[config.mk]
export PLATFORM = sky130hd
export DESIGN_NAME = imem_arbiter_flat
export DESIGN_NICKNAME = d
export VERILOG_FILES = /design/src/rtl/imem_arbiter_if.sv /design/src/rtl/imem_arbiter.sv /design/src/flat_wrapper.sv
export SDC_FILE = /design/constraint.sdc
export NUM_CORES = 1
export LEC_CHECK = 0
export CORE_MARGIN = 2
export CORE_UTILIZATION = 31
export DETAILED_ROUTE_END_ITERATION = 7
export HOLD_SLACK_MARGIN = 0.15
export PLACE_DENSITY = 0.95
export SLEW_MARGIN = 20
export SYNTH_ARGS = -nofsm -noshare
export SYNTH_HDL_FRONTEND = slang
export SYNTH_SLANG_ARGS = --single-unit
[constraint.sdc]
create_clock -name clk -period 3.3 [get_ports clk]
set_input_delay 0.66 -clock clk [delete_from_list [all_inputs] [get_ports clk]]
set_output_delay 0.66 -clock clk [all_outputs]
set_load 0.02 [all_outputs]
[src/rtl/imem_arbiter_if.sv]
// imem_arbiter_if -- bundle of the instruction-memory arbiter's bus signals.
//
// Purpose: groups the fetch request/response handshakes, the loader write
// handshake and the single-port memory interface so the arbiter and its
// environment connect through one port.
//
// Signals:
//   f_req_valid/f_req_ready, f_addr              fetch request (byte address)
//   f_rsp_valid/f_rsp_ready, f_rsp_data, f_rsp_err  fetch response
//   l_req_valid/l_req_ready, l_addr, l_wdata     loader write request
//   l_done, l_err                                loader write-complete pulse
//   mem_en, mem_we, mem_addr, mem_wdata, mem_rdata  synchronous memory port
//
// Modports: slave  = arbiter side, master = requesters + memory side.
interface imem_arbiter_if #(
    parameter int ADDR_W = 10
);
    logic              f_req_valid;
    logic              f_req_ready;
    logic [31:0]       f_addr;
    logic              f_rsp_valid;
    logic              f_rsp_ready;
    logic [31:0]       f_rsp_data;
    logic              f_rsp_err;
    logic              l_req_valid;
    logic              l_req_ready;
    logic [31:0]       l_addr;
    logic [31:0]       l_wdata;
    logic              l_done;
    logic              l_err;
    logic              mem_en;
    logic              mem_we;
    logic [ADDR_W-1:0] mem_addr;
    logic [31:0]       mem_wdata;
    logic [31:0]       mem_rdata;

    modport slave (
        input  f_req_valid, f_addr, f_rsp_ready,
        input  l_req_valid, l_addr, l_wdata,
        input  mem_rdata,
        output f_req_ready, f_rsp_valid, f_rsp_data, f_rsp_err,
        output l_req_ready, l_done, l_err,
        output mem_en, mem_we, mem_addr, mem_wdata
    );

    modport master (
        output f_req_valid, f_addr, f_rsp_ready,
        output l_req_valid, l_addr, l_wdata,
        output mem_rdata,
        input  f_req_ready, f_rsp_valid, f_rsp_data, f_rsp_err,
        input  l_req_ready, l_done, l_err,
        input  mem_en, mem_we, mem_addr, mem_wdata
    );
endinterface

[src/rtl/imem_arbiter.sv]
// imem_arbiter -- shares one single-port synchronous instruction memory
// between an instruction fetch port (reads) and a loader port (writes).
//
// Ports:
//   clk    rising-edge clock
//   rst_n  synchronous active-low reset
//   bus    imem_arbiter_if.slave: fetch/loader handshakes and memory port
//
// Parameter: ADDR_W -- word-index width (2**ADDR_W 32-bit words).
//
// Optional feature: define IMEM_ARB_RR_EN for round-robin arbitration in
// IDLE; otherwise the loader always has priority over fetch.
//
// A fetch occupies IDLE -> RD -> HOLD; the loader may still write during RD
// and HOLD. The read was already launched in the accept cycle, so a write in
// RD cannot disturb the returned word.
module imem_arbiter #(
    parameter int ADDR_W = 10
) (
    input  logic               clk,
    input  logic               rst_n,
    imem_arbiter_if.slave      bus
);

    typedef enum logic [1:0] {
        IDLE = 2'b00,
        RD   = 2'b01,
        HOLD = 2'b10
    } state_t;

    state_t state_r;
    state_t state_s;
    logic   fetch_win_s;
    logic   f_acc_s;
    logic   l_acc_s;
    logic   f_bad_r;

    // Misaligned or beyond the memory range.
    function automatic logic addr_bad(input logic [31:0] addr);
        return (addr[1:0] != 2'b00) || ((addr >> (ADDR_W + 2)) != 32'd0);
    endfunction

`ifdef IMEM_ARB_RR_EN
    logic prefer_fetch_r;

    // Round-robin: fetch wins a tie only when it is its turn.
    always_comb begin
        fetch_win_s = bus.f_req_valid && (!bus.l_req_valid || prefer_fetch_r);
    end

    // Turn pointer flips to the requester that lost the last IDLE grant.
    always_ff @(posedge clk) begin
        if (!rst_n) begin
            prefer_fetch_r <= 1'b0;
        end else if (state_r == IDLE && f_acc_s) begin
            prefer_fetch_r <= 1'b0;
        end else if (state_r == IDLE && l_acc_s) begin
            prefer_fetch_r <= 1'b1;
        end
    end
`else
    // Fixed priority: loader beats fetch.
    always_comb begin
        fetch_win_s = bus.f_req_valid && !bus.l_req_valid;
    end
`endif

    // Next state, handshake readies and the memory command for this cycle.
    always_comb begin
        state_s         = state_r;
        f_acc_s         = 1'b0;
        l_acc_s         = 1'b0;
        bus.f_req_ready = 1'b0;
        bus.l_req_ready = 1'b0;
        bus.mem_en      = 1'b0;
        bus.mem_we      = 1'b0;
        bus.mem_addr    = {ADDR_W{1'b0}};
        bus.mem_wdata   = 32'd0;
        if (!rst_n) begin
            state_s = IDLE;
        end else begin
            case (state_r)
                IDLE: begin
                    if (fetch_win_s) begin
                        bus.f_req_ready = 1'b1;
                        f_acc_s         = 1'b1;
                        state_s         = RD;
                    end else begin
                        bus.l_req_ready = 1'b1;
                        l_acc_s         = bus.l_req_valid;
                    end
                end
                RD: begin
                    bus.l_req_ready = 1'b1;
                    l_acc_s         = bus.l_req_valid;
                    state_s         = HOLD;
                end
                HOLD: begin
                    bus.l_req_ready = 1'b1;
                    l_acc_s         = bus.l_req_valid;
                    if (bus.f_rsp_ready) begin
                        state_s = IDLE;
                    end else begin
                        state_s = HOLD;
                    end
                end
                default: begin
                    state_s = IDLE;
                end
            endcase

            // Bad addresses are accepted but never reach the memory.
            if (f_acc_s) begin
                bus.mem_addr = bus.f_addr[ADDR_W+1:2];
                bus.mem_en   = !addr_bad(bus.f_addr);
            end else if (l_acc_s) begin
                bus.mem_addr  = bus.l_addr[ADDR_W+1:2];
                bus.mem_wdata = bus.l_wdata;
                bus.mem_en    = !addr_bad(bus.l_addr);
                bus.mem_we    = !addr_bad(bus.l_addr);
            end else begin
                bus.mem_en = 1'b0;
            end
        end
    end

    // State register, response capture/hold and loader completion pulse.
    always_ff @(posedge clk) begin
        if (!rst_n) begin
            state_r         <= IDLE;
            f_bad_r         <= 1'b0;
            bus.f_rsp_valid <= 1'b0;
            bus.f_rsp_err   <= 1'b0;
            bus.f_rsp_data  <= 32'd0;
            bus.l_done      <= 1'b0;
            bus.l_err       <= 1'b0;
        end else begin
            state_r    <= state_s;
            bus.l_done <= l_acc_s;
            bus.l_err  <= l_acc_s && addr_bad(bus.l_addr);
            if (f_acc_s) begin
                f_bad_r <= addr_bad(bus.f_addr);
            end
            case (state_r)
                RD: begin
                    bus.f_rsp_valid <= 1'b1;
                    bus.f_rsp_err   <= f_bad_r;
                    bus.f_rsp_data  <= f_bad_r ? 32'd0 : bus.mem_rdata;
                end
                HOLD: begin
                    if (bus.f_rsp_ready) begin
                        bus.f_rsp_valid <= 1'b0;
                    end
                end
                default: begin
                    bus.f_rsp_valid <= 1'b0;
                end
            endcase
        end
    end

endmodule

[src/flat_wrapper.sv]
// flat-port wrapper written by rule: the top's interface ports become plain ports
module imem_arbiter_flat 
#(
    parameter int ADDR_W = 10
)
  (clk, rst_n, bus_f_req_valid, bus_f_addr, bus_f_rsp_ready, bus_l_req_valid, bus_l_addr, bus_l_wdata, bus_mem_rdata, bus_f_req_ready, bus_f_rsp_valid, bus_f_rsp_data, bus_f_rsp_err, bus_l_req_ready, bus_l_done, bus_l_err, bus_mem_en, bus_mem_we, bus_mem_addr, bus_mem_wdata);
  imem_arbiter_if #(.ADDR_W(ADDR_W)) bus_i ();
  input  logic clk;
  input  logic rst_n;
  input wire logic [$bits(bus_i.f_req_valid)-1:0] bus_f_req_valid;
  input wire logic [$bits(bus_i.f_addr)-1:0] bus_f_addr;
  input wire logic [$bits(bus_i.f_rsp_ready)-1:0] bus_f_rsp_ready;
  input wire logic [$bits(bus_i.l_req_valid)-1:0] bus_l_req_valid;
  input wire logic [$bits(bus_i.l_addr)-1:0] bus_l_addr;
  input wire logic [$bits(bus_i.l_wdata)-1:0] bus_l_wdata;
  input wire logic [$bits(bus_i.mem_rdata)-1:0] bus_mem_rdata;
  output wire logic [$bits(bus_i.f_req_ready)-1:0] bus_f_req_ready;
  output wire logic [$bits(bus_i.f_rsp_valid)-1:0] bus_f_rsp_valid;
  output wire logic [$bits(bus_i.f_rsp_data)-1:0] bus_f_rsp_data;
  output wire logic [$bits(bus_i.f_rsp_err)-1:0] bus_f_rsp_err;
  output wire logic [$bits(bus_i.l_req_ready)-1:0] bus_l_req_ready;
  output wire logic [$bits(bus_i.l_done)-1:0] bus_l_done;
  output wire logic [$bits(bus_i.l_err)-1:0] bus_l_err;
  output wire logic [$bits(bus_i.mem_en)-1:0] bus_mem_en;
  output wire logic [$bits(bus_i.mem_we)-1:0] bus_mem_we;
  output wire logic [$bits(bus_i.mem_addr)-1:0] bus_mem_addr;
  output wire logic [$bits(bus_i.mem_wdata)-1:0] bus_mem_wdata;
  assign bus_i.f_req_valid = bus_f_req_valid;
  assign bus_i.f_addr = bus_f_addr;
  assign bus_i.f_rsp_ready = bus_f_rsp_ready;
  assign bus_i.l_req_valid = bus_l_req_valid;
  assign bus_i.l_addr = bus_l_addr;
  assign bus_i.l_wdata = bus_l_wdata;
  assign bus_i.mem_rdata = bus_mem_rdata;
  assign bus_f_req_ready = bus_i.f_req_ready;
  assign bus_f_rsp_valid = bus_i.f_rsp_valid;
  assign bus_f_rsp_data = bus_i.f_rsp_data;
  assign bus_f_rsp_err = bus_i.f_rsp_err;
  assign bus_l_req_ready = bus_i.l_req_ready;
  assign bus_l_done = bus_i.l_done;
  assign bus_l_err = bus_i.l_err;
  assign bus_mem_en = bus_i.mem_en;
  assign bus_mem_we = bus_i.mem_we;
  assign bus_mem_addr = bus_i.mem_addr;
  assign bus_mem_wdata = bus_i.mem_wdata;
  imem_arbiter #(.ADDR_W(ADDR_W)) u_core (.clk(clk), .rst_n(rst_n), .bus(bus_i));
endmodule
==> impl_metrics.toml, run 1 <==
[finish]
fillers = 506
layout_common_cells = "212 x clkdlybuf4s50_1, 39 x dfxtp_1, 36 x nor2_1"
layout-area-overhead-vs-synth_pct = 113
drive_gt1_share_pct = 5.31
n_antenna_cell = 0
final_stage_net_count = 588
mostFrequentLayoutCell = "clkdlybuf4s50_1"

[power_and_ir_drop]
pd_cells_nw_per_um2 = 326
combinationalPowerShare_pct = 34.2
clock_power_share_pct = 29.5
power_leakage_nw = 1.66
vdd.ir_drop.worst_uv = 287
sw_frac_of_total_pct = 27.1
post_route_total_power_w = 0.00140
seq_power_share_pct = 36.3
cell_internal_pwr_w = 0.00102
total_switching_power_w = 0.000381

[detailed_routing]
post_drt_wl_per_cell_um = 15.5
number_of_nets_still_failing_antenna_checks_after_routing = 0
post_route_drc_violation_count = 0
first_iter_violations = 73
vias_per_cell = 4.67
detailroute.via_count = 2469
detail_route.first_pass.iterations = 4
drt_wl_total_mm = 8.19

[setup_path]
worst_setup_path_end_kind = "output pin"
worstPathArrival_ns = 2.53
startpoint_class_of_the_critical_path = "primary input"
worst_ep_required_time_ns = 2.64
critical_setup_path_class = "primary input to output pin"
critPathMaxFanout = 44

[place]
place.gp.congestion = 0.791
post-place-ws_ns = 0.00551
dp_hpwl_mm = 6.66
numPortBuffers = 214

[timing]
max-slew-margin-rel_pct = 74.8
hold_slack_ns = 0.513
layout_setup_ws_ns = 0.112
final_period_minus_worst_setup_slack_ns = 3.19
hold_violations = 0
fmax_ghz = 0.314
grt_setup_unrepaired = "false"
layout_worst_path_cycle_share_pct = 96.6
fin_setup_tns_ns = 0
clock_skew_ns = 0.00212
setup-violations-final = 0
tightest_slew_ns = 0.377
number_of_max_slew_violations_in_the_final_report = 0

[floorplanning]
design.core.area_um2 = 6350
floorplan.die_area_um2 = 7200
floorplan.initialDensity_pct = 31.9
die_y_um = 84.9
dieWidth_um = 84.9
std_cell_rows = 29
top_level_ports = 215

[clock_tree]
ctsHtreeMaxLevel = 2
cts_tree = "built"
path_clk_slew_ns = 0.07
cts-root-to-sink-buffers = 2
cts.sink_count = 39
clock_root_buffer = "clkbuf_8"
insertion_delay_ns = 0.29
cts_inserted_buffers = 5

[yosys]
syn-num-nets = 375
yosys_register_bits = 39
part_of_the_yosys_area_used_for_sequential_elements_pct = 38.5
count_of_mapped_cells_out_of_synthesis = 238
yosys.cell_types.count = 33
yosysWarnings = 0
synth_top_area_cell = "dfxtp_1"
synth.avg_cell_area_um2 = 8.52
synth_top_cell_area_share_pct = 38.5
netlist_top_cells_area = "dfxtp_1 39%, nor2b_1 10%, and2_1 9.9%, a21oi_1 8.6%, nor2_1 6.7%"
post_synthesis_cell_area_um2 = 2030

[grt]
grt_pass1_wl_mm = 12.7
maximum_number_of_pins_on_one_net_before_global_route_repair = 45
groute.usage.overall_pct = 22.2
grt_pass1_vias = 2544
global_route.overflow_total = 0
grt_antenna_before_repair = 0

[min_path]
worst_hold_path_type = "flop to flop"

[flow_run]
cap_violations = 0

[status]
result_of_the_run = "complete, no violations"
==> power groups by stage <==
stage | Sequential (W) | Combinational, W | Clock (W)
2_1_floorplan | 0.000547 | 0.000175 | 0
3_3_place_gp | 0.000519 | 0.000473 | 0
3_5_place_dp | 0.000520 | 0.000480 | 0
4_1_cts | 0.000510 | 0.000483 | 0.000428
5_1_grt | 0.000513 | 0.000511 | 0.000442
6_report | 0.000510 | 0.000480 | 0.000414
==> layout make-up <==
class / instances / area, um2 / share of cell area, %
well taps: 77 / 96.3 / 2.24
clock inverters: 2 / 35.0 / 0.813
multi-input cells: 180 / 1110 / 25.7
repair buffers: 221 / 2190 / 50.9
clock buffers: 6 / 82.6 / 1.92
flip-flops and latches: 39 / 781 / 18.1
inverters: 4 / 17.5 / 0.406
==> synthesized netlist by cell type (all sizes together) <==
cell type,number
a22o,10
a21oi,35
o21a,1
nor2,36
nor2b,34
nor3,2
o32ai,1
dfxtp,39
nand2,2
o211ai,1
nand3,1
o2bb2ai,1
nand2b,1
and2,32
clkinv,1
and2b,1
clkbuf,5
buf,10
and4b,1
o21ba,1
nor4,10
ha,4
mux2i,2
inv,3
a211oi,1
a221oi,1
nand4,2
==> path summary, 6_finish.rpt <==
check	start	to	slack, ns	depth (start not counted)
min	u_core.bus.f_rsp_err	u_core.bus.f_rsp_err	0.51	2
max reg2reg	u_core.state_r[0]	u_core.f_bad_r	1.69	6
min reg2reg	u_core.bus.f_rsp_err	u_core.bus.f_rsp_err	0.51	2
max	rst_n	bus_mem_addr[9]	0.11	6
==> repair_timing <==
action | in CTS | in global routing
endpoints found under the setup margin | 2 | 0
hold buffers | 0 | 0
gates resized for setup | 2 | 0
setup buffers | 0 | 0
==> critical path: stages <==
cell and delay, ns:
clkdlybuf4s50_1 0.51, and2b_1 0.17, o211ai_4 0.10, inv_4 0.27
a22o_2 0.19, clkdlybuf4s50_1 0.62
==> sequential cells by signal, summed over array words and instances, names as in the netlist <==
signal / count
u_core.bus.f_rsp_valid: 1
u_core.state_r: 2
u_core.bus.l_err: 1
u_core.bus.l_done: 1
u_core.bus.f_rsp_err: 1
u_core.bus.f_rsp_data: 32
u_core.f_bad_r: 1
==> through the flow <==
stage | utilization (%) | area (um2) | instances
2_1_floorplan | - | 2030 | 238
3_3_place_gp | 66.1 | 4200 | 521
3_5_place_dp | 66.1 | 4200 | 521
4_1_cts | 67.9 | 4310 | 529
5_1_grt | 67.9 | 4310 | 529
6_report | 67.9 | 4310 | 529
==> metal layers <==
| metal | track usage (%) | up-vias | part of all wire [%] |
|---|---|---|---|
| met3 | 6.91 | 16 | 8.5 |
| met5 | 0 | - | 0 |
| met4 | 6.35 | 0 | 1.9 |
| li1 | - | 1224 | - |
| met1 | 25.0 | 1102 | 39 |
| met2 | 40.1 | 127 | 51 |
==> cell families (layout without fill, tap and decap cells) <==
family,Yosys count,in the layout,share of synthesized area (%)
buffers and inverters,19,233,7.04
adders and majority gates,4,4,2.47
and+or+nand+nor,122,122,34.4
muxes,2,2,0.988
DFF,39,39,38.5
AOI/OAI and AO/OA,52,52,16.6
(Power assumes the default switching activity.)
==> run 2, diff against run 1 <==
--- a/config.mk
+++ b/config.mk
@@ -7,9 +7,10 @@
 export LEC_CHECK = 0
 export CORE_MARGIN = 2
 export CORE_UTILIZATION = 31
+export CTS_BUF_LIST = sky130_fd_sc_hd__clkbuf_16
 export DETAILED_ROUTE_END_ITERATION = 7
 export HOLD_SLACK_MARGIN = 0.15
-export PLACE_DENSITY = 0.95
+export PLACE_DENSITY = 0.87
 export SLEW_MARGIN = 20
 export SYNTH_ARGS = -nofsm -noshare
 export SYNTH_HDL_FRONTEND = slang
==> run 2 against run 1 <==
Final cell count down 0.57%. Routed wire length up 0.68%. First-iteration DRC count down 22%. Sequential cell count unchanged. Via count down 0.41%.
==> impl_metrics.toml, run 2 (synthesis results as in run 1) <==
[clock_tree]
cts-root-to-sink-buffers = 2
ctsHtreeMaxLevel = 2
cts_tree = "built"
cts.repair.resized = 0
post_cts_hold_buffer_count = 0
clock_root_buffer = "clkbuf_16"
insertion_delay_ns = 0.28
cts.sink_count = 39
post-cts-setup-buffers = 0
path_clk_slew_ns = 0.06
cts_inserted_buffers = 5

[detailed_routing]
post_drt_wl_per_cell_um = 15.7
vias_per_cell = 4.67
detail_route.first_pass.iterations = 4
post_route_drc_violation_count = 0
detailroute.via_count = 2459
drt_wl_total_mm = 8.24
first_iter_violations = 57
number_of_nets_still_failing_antenna_checks_after_routing = 0

[floorplanning]
top_level_ports = 215
dieWidth_um = 84.9
design.core.area_um2 = 6350
floorplan.die_area_um2 = 7200
die_y_um = 84.9
floorplan.initialDensity_pct = 31.9
std_cell_rows = 29

[place]
numPortBuffers = 214
dp_hpwl_mm = 6.66
cell_count_post_placement = 519
place.gp.congestion = 0.861

[power_and_ir_drop]
sw_frac_of_total_pct = 27.1
power_leakage_nw = 1.65
vdd.ir_drop.worst_uv = 359
seq_power_share_pct = 35.3
combinationalPowerShare_pct = 33.4
total_switching_power_w = 0.000392
cell_internal_pwr_w = 0.00105
pd_cells_nw_per_um2 = 334
clock_power_share_pct = 31.4

[setup_path]
timing.critical_path.slowest_stage_cell = "clkdlybuf4s50_1"
worst_setup_path_end_kind = "output pin"
critPathMaxFanout = 44
worst_ep_required_time_ns = 2.64
critical-path-top-cell-by-count = "clkdlybuf4s50_1"
worstPathBufferInverterCount = 3
crit_chain = "clkdlybuf4s50_1 -> and2b_1 -> o211ai_4 -> inv_4 -> and2_1 -> clkdlybuf4s50_1"
cpPeakStageDelay_ns = 0.66
crit_family = "buffers and inverters"
startpoint_class_of_the_critical_path = "primary input"
worstPathArrival_ns = 2.54
critical_setup_path_class = "primary input to output pin"

[timing]
max-slew-margin-rel_pct = 75.1
fin_setup_tns_ns = 0
number_of_max_slew_violations_in_the_final_report = 0
grt_setup_unrepaired = "false"
setup-violations-final = 0
hold_violations = 0
layout_worst_path_cycle_share_pct = 97.0
clock_skew_ns = 0.00465
final_period_minus_worst_setup_slack_ns = 3.20
tightest_slew_ns = 0.373
fmax_ghz = 0.313

[finish]
largestRegisters = "u_core.bus.f_rsp_data: 32 flops, u_core.state_r: 2 flops"
fillers = 533
layout_common_cells = "213 x clkdlybuf4s50_1, 39 x dfxtp_1, 36 x nor2_1"
final_stage_net_count = 586
mostFrequentLayoutCell = "clkdlybuf4s50_1"
n_antenna_cell = 0
registers.top_by_ff_count = "u_core.bus.f_rsp_data"
layout-area-overhead-vs-synth_pct = 114
fin_cells = 526
largest_register_ff_count = 32
drive_gt1_share_pct = 4.90

[grt]
grt_pass1_wl_mm = 12.6
global_route.overflow_total = 0
groute.usage.overall_pct = 22.1
maximum_number_of_pins_on_one_net_before_global_route_repair = 45
grt_antenna_before_repair = 0
grt_pass1_vias = 2493

[min_path]
worst_hold_path_type = "flop to flop"

[flow_run]
cap_violations = 0

[status]
result_of_the_run = "complete, no violations"
-- run 2: power by group through the flow --
stage	registers (W)	clock network (W)	logic, W
after CTS	0.000510	0.000465	0.000487
after global routing	0.000513	0.000483	0.000515
final	0.000510	0.000454	0.000483
after detailed placement	0.000520	0	0.000485
after floorplan	0.000547	0	0.000175
after global placement	0.000518	0	0.000477
-- run 2: tightest hold or removal path, delay by kind of cell, from the launching register on --
kind             cells  cell delay (ns)
flip-flops           1             0.33
multiplexers         1             0.07
AND/OR/NAND/NOR      1             0.07
-- run 2: worst paths after layout --
path | start | end | cells past startpoint | slack [ns]
setup reg to reg | u_core.state_r[1] | u_core.bus.f_rsp_data[19] | 7 | 1.49
setup / recovery | rst_n | bus_mem_wdata[6] | 6 | 0.10
hold / removal | u_core.bus.f_rsp_err | u_core.bus.f_rsp_err | 2 | 0.50
hold reg to reg | u_core.bus.f_rsp_err | u_core.bus.f_rsp_err | 2 | 0.50
-- run 2: final cells by class --
class	count	area, um2	area share, %
Inverter	4	17.5	0.405
Multi-Input combinational cell	180	1110	25.5
Tap cell	77	96.3	2.23
Clock inverter	2	13.8	0.318
Sequential cell	39	781	18.0
Timing Repair Buffer	219	2190	50.6
Clock buffer	5	125	2.89
-- run 2: routing by layer --
layer	wire, um	vias to the layer above	global-route usage (%)
met5	0	-	0
met4	163	0	6.06
met3	690	10	7.20
met2	4200	110	40.6
met1	3190	1117	24.2
li1	-	1222	-
-- run 2: metrics by stage --
step | hold WS [ns] | power, W | setup slack (ns) | util, % | cell area [um2]
floorplan | 0.488 | 0.000722 | 0.944 | - | 2030
global placement | 0.480 | 0.000995 | 0.125 | 66.0 | 4190
detailed placement | 0.487 | 0.00100 | 0.0942 | 66.0 | 4190
CTS | 0.502 | 0.00146 | 0.0901 | 68.2 | 4330
global route | 0.549 | 0.00151 | 0.0332 | 68.2 | 4330
finish | 0.497 | 0.00145 | 0.101 | 68.2 | 4330
==> run 3, diff against run 2 <==
--- a/config.mk
+++ b/config.mk
@@ -9,6 +9,7 @@
 export CORE_UTILIZATION = 31
 export CTS_BUF_LIST = sky130_fd_sc_hd__clkbuf_16
 export DETAILED_ROUTE_END_ITERATION = 7
+export GPL_ROUTABILITY_DRIVEN = 0
 export HOLD_SLACK_MARGIN = 0.15
 export PLACE_DENSITY = 0.87
 export SLEW_MARGIN = 20
==> results of run 3 <==
The final DEF is identical to that of run 2; final timing and power are the same.
